## src/rtl/tmds_encode.sv

```systemverilog
// DVI 1.0 TMDS encoder for one colour lane: 8-bit pixel or 2-bit control in,
// 10-bit DC-balanced symbol out, three register stages, one symbol per sys_clk.
module tmds_encode (
  input  logic       sys_clk,
  input  logic       sys_rst,
  input  logic [7:0] data_in,
  input  logic       c0,
  input  logic       c1,
  input  logic       de,
  output logic [9:0] data_out
);

  localparam logic [9:0] CTL_00 = 10'h354;
  localparam logic [9:0] CTL_01 = 10'h0AB;
  localparam logic [9:0] CTL_10 = 10'h154;
  localparam logic [9:0] CTL_11 = 10'h2AB;

  function automatic logic [3:0] ones8(input logic [7:0] v);
    logic [3:0] n;
    n = 4'd0;
    for (int i = 0; i < 8; i++) begin
      n = n + {3'b000, v[i]};
    end
    return n;
  endfunction

  // ---------------------------------------------------------------- stage 1
  logic [7:0] d_s1;
  logic [3:0] n1d_s1;
  logic       de_s1;
  logic       c0_s1;
  logic       c1_s1;

  always_ff @(posedge sys_clk or posedge sys_rst) begin
    if (sys_rst) begin
      d_s1   <= 8'h00;
      n1d_s1 <= 4'd0;
      de_s1  <= 1'b0;
      c0_s1  <= 1'b0;
      c1_s1  <= 1'b0;
    end else begin
      d_s1   <= data_in;
      n1d_s1 <= ones8(data_in);
      de_s1  <= de;
      c0_s1  <= c0;
      c1_s1  <= c1;
    end
  end

  // ---------------------------------------------------------------- stage 2
  // XNOR chaining is chosen when it yields fewer transitions.
  logic       xnor_mode;
  logic [8:0] q_m;

  always_comb begin
    xnor_mode = (n1d_s1 > 4'd4) || ((n1d_s1 == 4'd4) && !d_s1[0]);
    q_m       = 9'h000;
    q_m[0]    = d_s1[0];
    for (int i = 1; i < 8; i++) begin
      q_m[i] = xnor_mode ? ~(q_m[i-1] ^ d_s1[i]) : (q_m[i-1] ^ d_s1[i]);
    end
    q_m[8] = ~xnor_mode;
  end

  logic [8:0] q_m_s2;
  logic [3:0] n1q_s2;
  logic [3:0] n0q_s2;
  logic       de_s2;
  logic       c0_s2;
  logic       c1_s2;

  always_ff @(posedge sys_clk or posedge sys_rst) begin
    if (sys_rst) begin
      q_m_s2 <= 9'h000;
      n1q_s2 <= 4'd0;
      n0q_s2 <= 4'd0;
      de_s2  <= 1'b0;
      c0_s2  <= 1'b0;
      c1_s2  <= 1'b0;
    end else begin
      q_m_s2 <= q_m;
      n1q_s2 <= ones8(q_m[7:0]);
      n0q_s2 <= 4'd8 - ones8(q_m[7:0]);
      de_s2  <= de_s1;
      c0_s2  <= c0_s1;
      c1_s2  <= c1_s1;
    end
  end

  // ---------------------------------------------------------------- stage 3
  // cnt is the running disparity (ones minus zeros) of symbols already sent.
  logic signed [4:0] cnt;
  logic signed [4:0] cnt_nxt;
  logic signed [4:0] n1q_s;
  logic signed [4:0] n0q_s;
  logic [9:0]        sym_nxt;
  logic              q8;

  always_comb begin
    n1q_s   = $signed({1'b0, n1q_s2});
    n0q_s   = $signed({1'b0, n0q_s2});
    q8      = q_m_s2[8];
    sym_nxt = CTL_00;
    cnt_nxt = cnt;
    if (!de_s2) begin
      unique case ({c1_s2, c0_s2})
        2'b00:   sym_nxt = CTL_00;
        2'b01:   sym_nxt = CTL_01;
        2'b10:   sym_nxt = CTL_10;
        default: sym_nxt = CTL_11;
      endcase
      cnt_nxt = 5'sd0;
    end else if ((cnt == 5'sd0) || (n1q_s2 == n0q_s2)) begin
      sym_nxt = {~q8, q8, q8 ? q_m_s2[7:0] : ~q_m_s2[7:0]};
      cnt_nxt = q8 ? (cnt + (n1q_s - n0q_s)) : (cnt + (n0q_s - n1q_s));
    end else if (((cnt > 5'sd0) && (n1q_s2 > n0q_s2)) ||
                 ((cnt < 5'sd0) && (n0q_s2 > n1q_s2))) begin
      // Inverting pulls disparity back toward zero.
      sym_nxt = {1'b1, q8, ~q_m_s2[7:0]};
      cnt_nxt = cnt + (q8 ? 5'sd2 : 5'sd0) + n0q_s - n1q_s;
    end else begin
      sym_nxt = {1'b0, q8, q_m_s2[7:0]};
      cnt_nxt = cnt - (q8 ? 5'sd0 : 5'sd2) + n1q_s - n0q_s;
    end
  end

  always_ff @(posedge sys_clk or posedge sys_rst) begin
    if (sys_rst) begin
      data_out <= 10'h000;
      cnt      <= 5'sd0;
    end else begin
      data_out <= sym_nxt;
      cnt      <= cnt_nxt;
    end
  end

endmodule

```

## config.mk

```make
export PLATFORM = sky130hd
export DESIGN_NAME = tmds_encode
export DESIGN_NICKNAME = d
export VERILOG_FILES = /design/src/rtl/tmds_encode.sv
export SDC_FILE = /design/constraint.sdc
export NUM_CORES = 1
export LEC_CHECK = 0
export ABC_CLOCK_PERIOD_IN_PS = 5850
export BUFFER_PORTS_ARGS = -buffer_cell sky130_fd_sc_hd__buf_2
export CORE_MARGIN = 2
export CORE_UTILIZATION = 25
export DETAILED_ROUTE_END_ITERATION = 6
export HOLD_SLACK_MARGIN = 0.08
export SLEW_MARGIN = 15
export SYNTH_ARGS = -nofsm -noshare
export SYNTH_HDL_FRONTEND = slang
export SYNTH_SLANG_ARGS = --single-unit
```

## constraint.sdc

```tcl
create_clock -name sys_clk -period 5.85 [get_ports sys_clk]
set_input_delay 0.2925 -clock sys_clk [delete_from_list [all_inputs] [get_ports sys_clk]]
set_output_delay 0.2925 -clock sys_clk [all_outputs]
set_load 0.01 [all_outputs]
```

==> summary.md <==
| Metric | Value |
|---|---|
| Total gr overflow | 0 |
| Ys async rst share | 100% |
| Final setup TNS | 0 ns |
| Routed vias | 2079 |
| GP Congestion | 0.908 |
| Post-Synthesis Cells | 297 |
| # IOs | 23 |
| Clock skew | 0.00322 ns |
| Reg clk slew, reported paths | 0.06 ns |
| CP Launch Type | flip-flop |
| Setup Buffers After CTS | 0 |
| Outcome | complete, no violations |
| Top_reg_cell synth | dfrtp_1 |
| Post-Syn Area per Cell | 10.8 µm² |
| Relative slew margins | 35.8% |
| Multi-input logic area | 1770 µm² |
| Placeable Area | 12600 µm² |
| Routed Antenna Nets | 0 |
| Sequential fraction of the synthesis area | 38.1% |
| Fmax | 0.229 GHz |
| Total CTS buffers | 5 |
| Clock sink count | 49 |
| Initial antenna violation count | 0 |
| Resized cells post-CTS | 0 |
| CP endpoint kind | flip-flop |
| Final Hold Vio Count | 0 |
| Final period util | 74.6% |
| Largest cells by area after synthesis | dfrtp_1, ha_1, fa_1 |
| CTS root buffer | clkbuf_16 |
| Worst path buffer plus inverter count | 3 |
| Drt total wl | 5900 µm |
| Initial DRC count | 46 |
| CP max FO | 6 |
| Gr usage total | 9.19% |
| Hold_buf cts | 0 |
| Via density | 4.21 |
| Final setup viols | 0 |
| Starting density of the core | 25.6% |
| Clk_lat worst skew | 0.29 ns |
| CP Cell Sequence | inv_2 > or3_4 > a21oi_4 > xor2_4 > xor2_1 > fa_1 > fa_1 > inv_1 > fa_1 > ha_1 > fa_1 > inv_1 > ha_1 > xnor2_1 |
| Final Max Slew Viols | 0 |
| Crit Path Class | reg -> reg |
| Area leader, netlist | dfrtp_1 |
| Worst Tran Pin Value | 0.961 ns |
| Placed insts | 486 |
| Synth Cell Area | 3210 µm² |
| Area growth syn-to-layout | 14.9% |
| Die width | 117 µm |
| CP delay by family, top | adder cells |
| Critical Path Source | d_s1[0] |
| Maxcap violations | 0 |
| Fin cells | 494 |
| Synthesized flop and latch total | 49 |
| Post-synth cell types | 42 |
| Post-route DRC | 0 |
| Maximum number of pins on one net before global-route repair | 50 |
| Max Buffers Root-to-Sink | 2 |
| Hold Startpoint | de |
| Die Span Y | 117 µm |
| Crit path time final | 4.37 ns |
| Row Count | 41 |
| Seq. cell area | 1230 µm² |
| Max incr delay on CP | 0.54 ns |
| Nets | 387 |
| CP arrival | 4.53 ns |
| First-pass iteration count of the detailed router | 4 |
| Detailed Place HPWL | 4690 µm |
| Total Die Area | 13800 µm² |
| Most frequent cell on the critical path | fa_1 |
| Filler Cell Count | 1295 |
| Hold Path Class | in -> reg |
| CTS tree | built |
| Share of layout cells above drive strength 1 | 13.0% |
| CP max-delay cell | fa_1 |
| RSZ-0062 raised after global routing | false |
| Buffers on Ports | 22 |
| Syn_nets | 363 |
| Critical Path RT | 6.02 ns |
| Vias in the first global route | 2193 |
| Cell with the most instances after synthesis | inv_1 |
| First-pass GRT wire length | 10500 µm |
| R2r startpoint | d_s1[0] |
| Post-synth top cells | inv_1, dfrtp_1, ha_1 |
| Post-synth EDFFs | 0 |
| Warnings, synthesis | 0 |
| # H-tree levels | 2 |
| Share of the synthesized area in the top cell type | 38.1% |
| WL/cell | 11.9 µm |
| Number of antenna diodes | 0 |
state kept, by name, summed over array words and instances, names as in the netlist:
| signal | cells |
|---|---|
| c0_s1 | 1 |
| c0_s2 | 1 |
| c1_s1 | 1 |
| c1_s2 | 1 |
| cnt | 5 |
| d_s1 | 8 |
| data_out | 10 |
| de_s1 | 1 |
| de_s2 | 1 |
| n0q_s2 | 4 |
| n1d_s1 | 4 |
| n1q_s2 | 3 |
| q_m_s2 | 9 |
cells in the final DEF, fill, tap and decap left out, types with 2 or more instances in the layout:
| cell | instances |
|---|---|
| xor2_1 | 9 |
| and3_1 | 2 |
| nor4_1 | 7 |
| nor2_1 | 9 |
| nand2_1 | 9 |
| xor2_2 | 2 |
| nor3_1 | 13 |
| a21oi_1 | 14 |
| o31ai_1 | 3 |
| a21boi_0 | 3 |
| dfrtp_1 | 49 |
| ha_1 | 33 |
| nand3_1 | 3 |
| xnor2_1 | 15 |
| o21ai_0 | 14 |
| nor2b_1 | 3 |
| mux2i_1 | 5 |
| inv_2 | 2 |
| inv_1 | 52 |
| fa_1 | 20 |
| o211ai_1 | 2 |
| clkbuf_16 | 5 |
| or3_1 | 2 |
| buf_2 | 22 |
| o21a_1 | 3 |
| nand2b_1 | 2 |
layer usage:
| metal | GRT usage, % | up-vias | share of wire, % |
|---|---|---|---|
| li1 | - | 1006 | - |
| met1 | 12.1 | 1020 | 47 |
| met2 | 15.7 | 43 | 48 |
| met3 | 1.56 | 10 | 3.5 |
| met4 | 2.48 | 0 | 1.3 |
| met5 | 0 | - | 0 |
worst paths after layout:
kind / endpoint / slack [ns] / cells after the start
max: n0q_s2[2] / 1.48 / 14
min: de_s1 / 0.11 / 1
max reg2reg: n0q_s2[2] / 1.48 / 14
min reg2reg: c1_s2 / 0.35 / 0
max in group asynchronous: cnt[1] / 5.04 / 2
min in group asynchronous: c0_s1 / 0.23 / 2
kinds of logic (layout without fill, tap and decap cells):
group | after synthesis | in the layout | synth area share, %
buffers and inverters | 59 | 84 | 6.93
and+or+nand+nor | 56 | 56 | 9.46
adders and majority gates | 53 | 53 | 25.3
DFF | 49 | 49 | 38.1
AOI/OAI and AO/OA | 45 | 45 | 8.64
xor gates and xnor gates | 29 | 29 | 9.62
muxes | 6 | 6 | 1.91
metrics by stage:
| step | cell area (µm²) | worst slack [ns] | utilization [%] | hold slack (ns) |
|---|---|---|---|---|
| after detailed placement | 3520 | 1.50 | 28.0 | 0.335 |
| final | 3690 | 1.48 | 29.4 | 0.107 |
| after floorplan | 3210 | 1.70 | - | 0.324 |
| after global routing | 3690 | 1.27 | 29.4 | 0.0981 |
| after CTS | 3690 | 1.46 | 29.4 | 0.102 |
| after global placement | 3520 | 1.59 | 28.0 | 0.335 |
cell type report:
cell class              count  share of cell area [%]
clock buffers               5                    3.39
clock inverters             3                    1.35
inverters                  54                    5.49
multi-input cells         189                    47.8
flip-flops and latches     49                    33.2
well taps                 172                    5.82
repair buffers             22                    2.98
Power is left out: the tool's default activity adds up to more than one toggle a clock period on the data nets, which glitch-free logic cannot reach.
